## config.mk

```make
export PLATFORM = sky130hd
export DESIGN_NAME = operand_sequencer
export DESIGN_NICKNAME = d
export VERILOG_FILES = /design/src/rtl/operand_pkg.sv /design/src/rtl/operand_alu.sv /design/src/rtl/operand_sequencer.sv
export SDC_FILE = /design/constraint.sdc
export NUM_CORES = 1
export LEC_CHECK = 0
export CORE_UTILIZATION = 43
export CTS_CLUSTER_SIZE = 40
export DETAILED_ROUTE_END_ITERATION = 16
export MAX_ROUTING_LAYER = met4
export PLACE_DENSITY = 0.69
export SLEW_MARGIN = 25
export SYNTH_ARGS = -nofsm -noshare
export SYNTH_HDL_FRONTEND = slang
export SYNTH_SLANG_ARGS = --single-unit
```

## constraint.sdc

```tcl
create_clock -name clk -period 5.9 [get_ports clk]
set_input_delay 1.77 -clock clk [delete_from_list [all_inputs] [get_ports clk]]
set_output_delay 1.77 -clock clk [all_outputs]
set_load 0.05 [all_outputs]
```

## src/rtl/operand_pkg.sv

```systemverilog
// Shared types and per-opcode sequencing constants for the operand sequencer.
package operand_pkg;

  typedef enum logic [3:0] {
    OP_PUSH = 4'd0,
    OP_POP  = 4'd1,
    OP_ADD  = 4'd2,
    OP_SUB  = 4'd3,
    OP_AND  = 4'd4,
    OP_OR   = 4'd5,
    OP_XOR  = 4'd6,
    OP_NEG  = 4'd7,
    OP_DUP  = 4'd8,
    OP_SWAP = 4'd9
  } op_t;

  typedef enum logic [2:0] {
    IDLE  = 3'd0,
    POP1  = 3'd1,
    POP2  = 3'd2,
    PUSH1 = 3'd3,
    PUSH2 = 3'd4,
    DONE  = 3'd5
  } seq_state_t;

  localparam int NUM_OPS = 10;

  // Indexed by raw opcode; illegal opcodes carry zeros and are rejected separately.
  localparam int POPS_NEEDED [16] = '{0, 1, 2, 2, 2, 2, 2, 1, 1, 2, 0, 0, 0, 0, 0, 0};
  localparam int NET_GROWTH  [16] = '{1, -1, -1, -1, -1, -1, -1, 0, 1, 0, 0, 0, 0, 0, 0, 0};

  function automatic logic op_legal(input logic [3:0] code);
    return code < 4'(NUM_OPS);
  endfunction

endpackage

```

## src/rtl/operand_alu.sv

```systemverilog
// Combinational ALU for the binary ops (B op A) and negation of A.
module operand_alu
  import operand_pkg::*;
#(
  parameter int STACKDATA = 32
) (
  input  op_t                  op,
  input  logic [STACKDATA-1:0] a,
  input  logic [STACKDATA-1:0] b,
  output logic [STACKDATA-1:0] y
);

  // Modulo-2^STACKDATA arithmetic; no flags.
  always_comb begin
    y = '0;
    case (op)
      OP_ADD:  y = b + a;
      OP_SUB:  y = b - a;
      OP_AND:  y = b & a;
      OP_OR:   y = b | a;
      OP_XOR:  y = b ^ a;
      OP_NEG:  y = '0 - a;
      default: y = '0;
    endcase
  end

endmodule

```

## src/rtl/operand_sequencer.sv

```systemverilog
// Sequences one stack bytecode op as pop/push accesses on the stack handshake,
// tracking depth and rejecting ops that would under/overflow the stack.
module operand_sequencer
  import operand_pkg::*;
#(
  parameter int STACKDATA = 32,
  parameter int STACKSIZE = 16
) (
  input  logic                               clk,
  input  logic                               rst,
  input  logic                               op_valid,
  input  logic [3:0]                         op_code,
  input  logic [STACKDATA-1:0]               op_operand,
  output logic                               op_ready,
  output logic [STACKDATA-1:0]               result,
  output logic                               result_valid,
  output logic                               error,
  output logic [$clog2(STACKSIZE+1)-1:0]     depth,
  output logic                               stk_push,
  output logic                               stk_trigger,
  output logic [STACKDATA-1:0]               stk_write_value,
  input  logic [STACKDATA-1:0]               stk_read_value,
  input  logic                               stk_done
);

  localparam int DW = $clog2(STACKSIZE+1);

  seq_state_t           state;
  seq_state_t           next_after;
  logic                 waiting;
  logic                 err_q;
  op_t                  op_q;
  logic [1:0]           pops_q;
  logic [1:0]           pushes_q;
  logic [STACKDATA-1:0] operand_q;
  logic [STACKDATA-1:0] a_q;
  logic [STACKDATA-1:0] b_q;
  logic [STACKDATA-1:0] alu_y;
  logic [STACKDATA-1:0] result_sel;
  logic                 in_pop;
  logic                 in_push;
  logic                 accept;
  logic                 reject;
  int                   pops_req;
  int                   growth_req;

  operand_alu #(.STACKDATA(STACKDATA)) u_alu (
    .op (op_q),
    .a  (a_q),
    .b  (b_q),
    .y  (alu_y)
  );

  assign in_pop       = (state == POP1) || (state == POP2);
  assign in_push      = (state == PUSH1) || (state == PUSH2);
  assign op_ready     = (state == IDLE);
  assign accept       = op_valid && op_ready;
  assign stk_trigger  = (in_pop || in_push) && !waiting;
  assign stk_push     = in_push;
  assign result_valid = (state == DONE) && !err_q;
  assign error        = (state == DONE) && err_q;

  // Legality of the presented op against the current depth.
  always_comb begin
    pops_req   = POPS_NEEDED[op_code];
    growth_req = NET_GROWTH[op_code];
    reject     = !op_legal(op_code)
              || (pops_req > int'(depth))
              || (int'(depth) + growth_req > STACKSIZE);
  end

  // Successor of the current access state once its stk_done arrives.
  always_comb begin
    next_after = DONE;
    case (state)
      POP1:    if (pops_q == 2'd2) next_after = POP2;
               else if (pushes_q != 2'd0) next_after = PUSH1;
      POP2:    if (pushes_q != 2'd0) next_after = PUSH1;
      PUSH1:   if (pushes_q == 2'd2) next_after = PUSH2;
      default: next_after = DONE;
    endcase
  end

  // Value written by the current push access.
  always_comb begin
    stk_write_value = '0;
    if (state == PUSH1) begin
      case (op_q)
        OP_PUSH:          stk_write_value = operand_q;
        OP_DUP, OP_SWAP:  stk_write_value = a_q;
        default:          stk_write_value = alu_y;
      endcase
    end else if (state == PUSH2) begin
      stk_write_value = (op_q == OP_SWAP) ? b_q : a_q;
    end
  end

  // Result latched on the final access; a POP-only op completes on its own
  // read, before a_q is loaded, so it takes the read value directly.
  always_comb begin
    case (op_q)
      OP_PUSH: result_sel = operand_q;
      OP_POP:  result_sel = stk_read_value;
      OP_DUP:  result_sel = a_q;
      OP_SWAP: result_sel = b_q;
      default: result_sel = alu_y;
    endcase
  end

  // Sequencer state, operand capture, depth tracking and result register.
  always_ff @(posedge clk or negedge rst) begin
    if (!rst) begin
      state     <= IDLE;
      waiting   <= 1'b0;
      err_q     <= 1'b0;
      op_q      <= OP_PUSH;
      pops_q    <= '0;
      pushes_q  <= '0;
      operand_q <= '0;
      a_q       <= '0;
      b_q       <= '0;
      result    <= '0;
      depth     <= '0;
    end else begin
      case (state)
        IDLE: begin
          waiting <= 1'b0;
          err_q   <= 1'b0;
          if (accept) begin
            op_q      <= op_t'(op_code);
            operand_q <= op_operand;
            pops_q    <= 2'(pops_req);
            pushes_q  <= 2'(pops_req + growth_req);
            if (reject) begin
              err_q <= 1'b1;
              state <= DONE;
            end else begin
              state <= (pops_req != 0) ? POP1 : PUSH1;
            end
          end
        end
        DONE: begin
          err_q <= 1'b0;
          state <= IDLE;
        end
        default: begin
          if (!waiting) begin
            waiting <= 1'b1;
          end else if (stk_done) begin
            waiting <= 1'b0;
            state   <= next_after;
            depth   <= in_push ? depth + DW'(1) : depth - DW'(1);
            if (state == POP1) a_q <= stk_read_value;
            if (state == POP2) b_q <= stk_read_value;
            if (next_after == DONE) result <= result_sel;
          end
        end
      endcase
    end
  end

endmodule

```

==> results of run 1 <==
[metal layers]
layer  global-route usage  up-vias  share of wire
li1                     -     6169              -
met1                0.394     6445           0.44
met2                0.480      508           0.46
met3               0.0426       96          0.060
met4                0.103        0          0.032
met5                    -        -              0
[critical path, cell delays in order (launching register included)]
cell                       delay (ns)
sky130_fd_sc_hd__dfrtp_1         0.39
sky130_fd_sc_hd__nor2b_2         0.13
sky130_fd_sc_hd__and2_4          0.20
sky130_fd_sc_hd__buf_12          0.17
sky130_fd_sc_hd__a21oi_1         0.08
sky130_fd_sc_hd__ha_1            0.33
sky130_fd_sc_hd__a21o_1          0.21
sky130_fd_sc_hd__a211o_1         0.31
sky130_fd_sc_hd__o22a_1          0.22
sky130_fd_sc_hd__a21boi_2        0.26
sky130_fd_sc_hd__o22ai_2         0.17
sky130_fd_sc_hd__a41oi_2         0.24
sky130_fd_sc_hd__xnor2_1         0.12
sky130_fd_sc_hd__a211oi_1        0.32
sky130_fd_sc_hd__o22ai_2         0.16
sky130_fd_sc_hd__buf_12          0.19
[registers in the layout, summed over array words and instances (netlist names)]
name / count
a_q: 32
result: 32
err_q: 1
operand_q: 32
b_q: 32
state: 3
pops_q: 2
op_q: 4
waiting: 1
depth: 5
pushes_q: 2
[cell usage after synthesis (all sizes together) (18+ instances only)]
cell	number	area [um^2]
a21o	28	210
a21oi	169	865
a221oi	21	190
a22oi	22	179
a31oi	27	199
buf	23	108
clkbuf	81	304
dfrtp	146	3650
ha	118	1480
inv	84	315
mux2	39	439
mux2i	25	250
nand2	208	783
nand4	18	113
nor2	138	521
nor3	19	105
o21ai	167	847
o22ai	25	156
xnor2	33	289
xor2	24	218
[final cells by class]
cell class              count  area [um^2]  area share
multi-input cells        1309         9060       0.558
flip-flops and latches    146         3660       0.225
repair buffers            198         2140       0.132
well taps                 396          495      0.0305
clock buffers              18          439      0.0270
inverters                  84          315      0.0194
clock inverters            14          143     0.00878
[kinds of logic after synthesis]
logic type                 share of synthesized area
AOI/OAI and AO/OA                              0.285
DFF                                            0.275
buffers and inverters                         0.0547
muxes                                         0.0738
adders and majority gates                      0.117
xor gates and xnor gates                      0.0381
and+or+nand+nor                                0.157
[timing repair]
action / CTS / global route
pin swaps: 2 / 10
endpoints found under the setup margin: 5 / 16
cloned: 0 / 1
gates resized for setup: 3 / 17
buffers inserted: 2 / 3
endpoints found under the hold margin: 0 / 0
[final timing paths]
check	endpoint	slack [ns]	cells after the start
hold / removal	result[26]	0.50	1
setup reg to reg	result[25]	2.31	14
setup / recovery	stk_write_value[29]	0.17	15
min in group asynchronous	b_q[27]	1.34	1
max in group asynchronous	op_q[2]	3.66	2
hold reg to reg	result[26]	0.50	1
[through the flow]
| stage | TNS [ns] | instance area [um^2] | utilization | hold WS (ns) | setup slack [ns] |
|---|---|---|---|---|---|
| global placement | 0 | 15500 | 0.509 | 0.490 | 0.421 |
| detailed placement | 0 | 15500 | 0.509 | 0.486 | 0.325 |
| global route | -0.0434 | 16200 | 0.532 | 0.528 | -0.0194 |
| floorplan | -0.161 | 13300 | - | 0.466 | -0.161 |
| CTS | 0 | 16100 | 0.529 | 0.500 | 0.00230 |
| finish | 0 | 16200 | 0.532 | 0.500 | 0.171 |
==> qor.yml, run 1 <==
floorplan.core_area_um2: 30500
route.detailed.vias_per_inst: 6.11
drv_cap: 0
cts_max_level: 4
mappedNetlistNets: 1837
die_h_um: 178
worst_pin_slew_ns: 1.01
routed_wl_mm: 46.2
placement_rows: 64
number_of_antenna_repair_diodes: 0
synth_ff_type: "sky130_fd_sc_hd__dfrtp_1"
hold_violations: 0
drt_pre_antenna_iters: 6
net_total_in_the_final_layout: 1950
most_frequent_cells_in_the_layout: "sky130_fd_sc_hd__nand2_1 (207), sky130_fd_sc_hd__a21oi_1 (164), sky130_fd_sc_hd__o21ai_0 (147)"
numClockSinks: 146
synth_enable_flop_cells: 0
placed_cells_incl_taps: 2127
min-delay-path-class: "flop to flop"
tritoncts: "built"
chipWidth_um: 178
drc: 0
finalCritPeriodShare: 0.971
cts_buffer_depth: 2
clk_root_buffer_cell: "sky130_fd_sc_hd__clkbuf_16"
portBuffers: 145
clkSlewWorstSetupHoldPaths_ns: 0.07
die-area_um2: 31600
syn-instance-count: 1643
timing.fmax_ghz: 0.175
first_global_vias: 12800
dp_hpwl_mm: 33.4
area_of_the_mapped_netlist_um2: 13300
cp_max_fo: 16
path_class: "flop to output pin"
finalNonFillerCells: 2165
worst_setup_path_startpoint: "op_q[3]"
period_minus_slack_ns: 5.73
hold_path_startpoint: "result[26]"
avgRoutedWirePerCell_um: 21.3
synth_async_sr_flop_share: 1.00
critPathArrivalTime_ns: 3.96
largest_net_degree_at_the_start_of_global_routing: 78
clock-skew-final_ns: 0.0202
number_of_hold_buffers_added_after_cts: 0
final.fill_count: 2850
yosys_warnings: 0
cp.required_ns: 4.13
wire_length_of_the_first_global_routing_pass_mm: 71.5
final_layout_size_suffix_gt1_frac: 0.133
cts_buffers: 17
vias: 13200
grt_setup_unrepaired: "yes"
final_setup_violation_count: 0
starting_density: 0.436
crit_path_start_kind: "flop"
ys_ff_latch: 146
detail_route.iter0.violations: 1137
synthesis.area_per_instance_um2: 8.10
ant_nets: 0
synth-seq-area-share: 0.275
layout-area-overhead-vs-synth_pct: 22.1
antenna_found_initial: 0
slew_headroom: 0.328
worst_skew_pair.late_latency_ns: 0.46
r2r_start: "op_q[3]"
outcome: "completed"
layout.cells.most_common: "sky130_fd_sc_hd__nand2_1"
boundaryPins: 146
routabilityCongestion: 1.02
netlist-cell-type-count: 89
worstSetupEndpointType: "output pin"
timing_max_transition_violations_final: 0
track_usage: 0.303
grt_overflow: 0
Power of run 1 is left out: the tool's default activity adds up to more than one toggle a clock period on the data nets, which glitch-free logic cannot reach.
==> run 2: changes to the inputs <==
--- a/config.mk
+++ b/config.mk
@@ -5,6 +5,7 @@
 export SDC_FILE = /design/constraint.sdc
 export NUM_CORES = 1
 export LEC_CHECK = 0
+export CAP_MARGIN = 15
 export CORE_UTILIZATION = 43
 export CTS_CLUSTER_SIZE = 40
 export DETAILED_ROUTE_END_ITERATION = 16
@@ -13,4 +14,5 @@
 export SLEW_MARGIN = 25
 export SYNTH_ARGS = -nofsm -noshare
 export SYNTH_HDL_FRONTEND = slang
+export SYNTH_HIERARCHICAL = 1
 export SYNTH_SLANG_ARGS = --single-unit
==> qor.yml, run 2 <==
outcome: "finished, violations left"
failed_checks: "setup timing"
die_h_um: 184
final_layout_size_suffix_gt1_frac: 0.229
cp.required_ns: 4.13
tritoncts: "built"
synth_top_cells_by_count: "sky130_fd_sc_hd__nand2_1 (215), sky130_fd_sc_hd__a21oi_1 (170), sky130_fd_sc_hd__nor2_1 (147)"
synth_xor_area_frac: 0.0356
r2r_start: "b_q[4]"
ant_nets: 0
worst_pin_slew_ns: 1.03
timing.fmax_ghz: 0.163
hold_violations: 0
floorplan.core_area_um2: 32600
final_setup_violation_count: 17
synth_enable_flop_cells: 0
antenna_found_initial: 0
mappedNetlistNets: 1908
placed_cells_incl_taps: 2301
worst_setup_path_startpoint: "op_q[3]"
most_frequent_cells_in_the_layout: "sky130_fd_sc_hd__nand2_1 (213), sky130_fd_sc_hd__a21oi_1 (150), sky130_fd_sc_hd__nor2_1 (144)"
yosys_warnings: 6
synthesis.area_per_instance_um2: 8.36
synth_area_leader_cell: "sky130_fd_sc_hd__dfrtp_1"
placement_rows: 66
synthSimpleGateAreaFrac: 0.166
post_synth_main_area_contributors: "sky130_fd_sc_hd__dfrtp_1 (26%), sky130_fd_sc_hd__ha_1 (11%), sky130_fd_sc_hd__a21oi_1 (6.0%)"
ys_ff_latch: 146
period_minus_slack_ns: 6.12
boundaryPins: 146
cp_max_fo: 7
synth-compound-area-share: 0.200
largest_family_of_logic_cells_by_synthesized_area: "compound AO/OA/AOI/OAI gates"
route.detailed.vias_per_inst: 5.76
rr_worst_depth: 15
layout-area-overhead-vs-synth_pct: 29.6
area_of_the_mapped_netlist_um2: 14300
clk_root_buffer_cell: "sky130_fd_sc_hd__clkbuf_16"
wire_length_of_the_first_global_routing_pass_mm: 70.5
crit_path_start_kind: "flop"
net_total_in_the_final_layout: 2109
routabilityCongestion: 0.960
dp_hpwl_mm: 30.9
largest_net_degree_at_the_start_of_global_routing: 101
worstSetupEndpointType: "output pin"
chipWidth_um: 184
design_area_um2: 18500
final.setup.tns_ns: -2.16
worst_skew_pair.late_latency_ns: 0.45
track_usage: 0.270
number_of_antenna_repair_diodes: 0
cts_buffers: 17
die-area_um2: 33900
clkSlewWorstSetupHoldPaths_ns: 0.06
synth-seq-area-share: 0.256
avgRoutedWirePerCell_um: 18.6
drv_cap: 0
slew_headroom: 0.313
layout.cells.most_common: "sky130_fd_sc_hd__nand2_1"
final.fill_count: 2912
timing_max_transition_violations_final: 0
synth_ff_type: "sky130_fd_sc_hd__dfrtp_1"
cts_buffer_depth: 2
finalNonFillerCells: 2362
first_global_vias: 13500
critPathArrivalTime_ns: 4.35
clock-skew-final_ns: 0.0152
grt_overflow: 0
setup_ws_ns: -0.221
synth_async_sr_flop_share: 1.00
finalCritPeriodShare: 1.04
path_class: "flop to output pin"
drc: 0
cts_max_level: 4
grt_setup_unrepaired: "yes"
synth_mux_area_frac: 0.160
syn-instance-count: 1706
numClockSinks: 146
detail_route.iter0.violations: 883
detailed_place.area_um2: 17100
synth_top_area_frac: 0.256
vias: 13600
crit_end: "stk_write_value[30]"
netlist-cell-type-count: 78
r2r_setup_slack_ns: 2.18
synthAdderAreaFrac: 0.116
starting_density: 0.437
min-delay-path-class: "flop to flop"
routed_wl_mm: 43.9
yosys.cell_count.top_type: "sky130_fd_sc_hd__nand2_1"
reg2reg_to: "result[31]"
portBuffers: 145
drt_pre_antenna_iters: 5
## run 2: routing by layer
| metal | vias to the layer above | wire length, um | GRT usage | share of wire |
|---|---|---|---|---|
| met3 | 53 | 1950 | 0.0308 | 0.045 |
| met2 | 386 | 21100 | 0.444 | 0.48 |
| met1 | 6674 | 20000 | 0.349 | 0.46 |
| met5 | - | 0 | - | 0 |
| li1 | 6493 | - | - | - |
| met4 | 0 | 750 | 0.0777 | 0.017 |
## run 2: stage by stage
stage,setup slack (ns),hold WS (ns),util
after global routing,-0.455,0.512,0.567
after floorplan,-0.186,0.441,-
final,-0.221,0.481,0.567
after global placement,-0.115,0.456,0.524
after detailed placement,-0.189,0.468,0.524
after CTS,-0.203,0.485,0.558
## run 2: logic make-up (layout without fill, tap and decap cells)
kind of cell / after synthesis / count (layout)
AOI/OAI and AO/OA: 443 / 443
xor gates and xnor gates: 58 / 58
adders and majority gates: 130 / 130
buffers and inverters: 233 / 447
DFF: 146 / 146
muxes: 168 / 168
and+or+nand+nor: 528 / 528
## run 2: area by class of cell
class / count / area (um^2) / area share
inverters: 124 / 465 / 0.0252
flip-flops and latches: 146 / 3670 / 0.199
repair buffers: 291 / 2920 / 0.158
multi-input cells: 1327 / 10300 / 0.555
clock inverters: 14 / 183 / 0.00988
well taps: 442 / 553 / 0.0299
clock buffers: 18 / 439 / 0.0237
## run 2: worst min-delay path by stage
stage | startpoint | end | slack [ns] | cells past startpoint
3_3_place_gp | pops_q[0] | pops_q[0] | 0.46 | 2
2_1_floorplan | pops_q[0] | pops_q[0] | 0.44 | 2
5_1_grt | pops_q[1] | pops_q[1] | 0.51 | 2
6_report | pops_q[0] | pops_q[0] | 0.48 | 2
4_1_cts | pops_q[1] | pops_q[1] | 0.48 | 2
3_5_place_dp | pops_q[1] | pops_q[1] | 0.47 | 2
## run 2: what timing repair did
item / 4_1_cts / 5_1_grt
pin swaps: 52 / 37
hold endpoints to repair: 0 / 0
endpoints found under the setup margin: 20 / 26
hold buffers: 0 / 0
setup buffers: 16 / 14
gates resized for setup: 85 / 41
## run 2: worst max-delay path, cell delays in order, from the launching register on
cell,delay [ns]
sky130_fd_sc_hd__dfrtp_4,0.47
sky130_fd_sc_hd__nand2b_4,0.16
sky130_fd_sc_hd__nor2_4,0.14
sky130_fd_sc_hd__buf_12,0.15
sky130_fd_sc_hd__buf_8,0.12
sky130_fd_sc_hd__buf_6,0.11
sky130_fd_sc_hd__a21oi_1,0.07
sky130_fd_sc_hd__ha_1,0.40
sky130_fd_sc_hd__a21oi_2,0.09
sky130_fd_sc_hd__nand3b_1,0.25
sky130_fd_sc_hd__a21oi_2,0.26
sky130_fd_sc_hd__o31ai_4,0.11
sky130_fd_sc_hd__o31ai_2,0.23
sky130_fd_sc_hd__nand2_1,0.10
sky130_fd_sc_hd__mux2i_1,0.13
sky130_fd_sc_hd__or4_4,0.46
sky130_fd_sc_hd__inv_2,0.08
sky130_fd_sc_hd__a21oi_2,0.05
sky130_fd_sc_hd__o221ai_2,0.22
sky130_fd_sc_hd__o22ai_4,0.12
sky130_fd_sc_hd__buf_6,0.17
Power of run 2 is left out for the same reason.
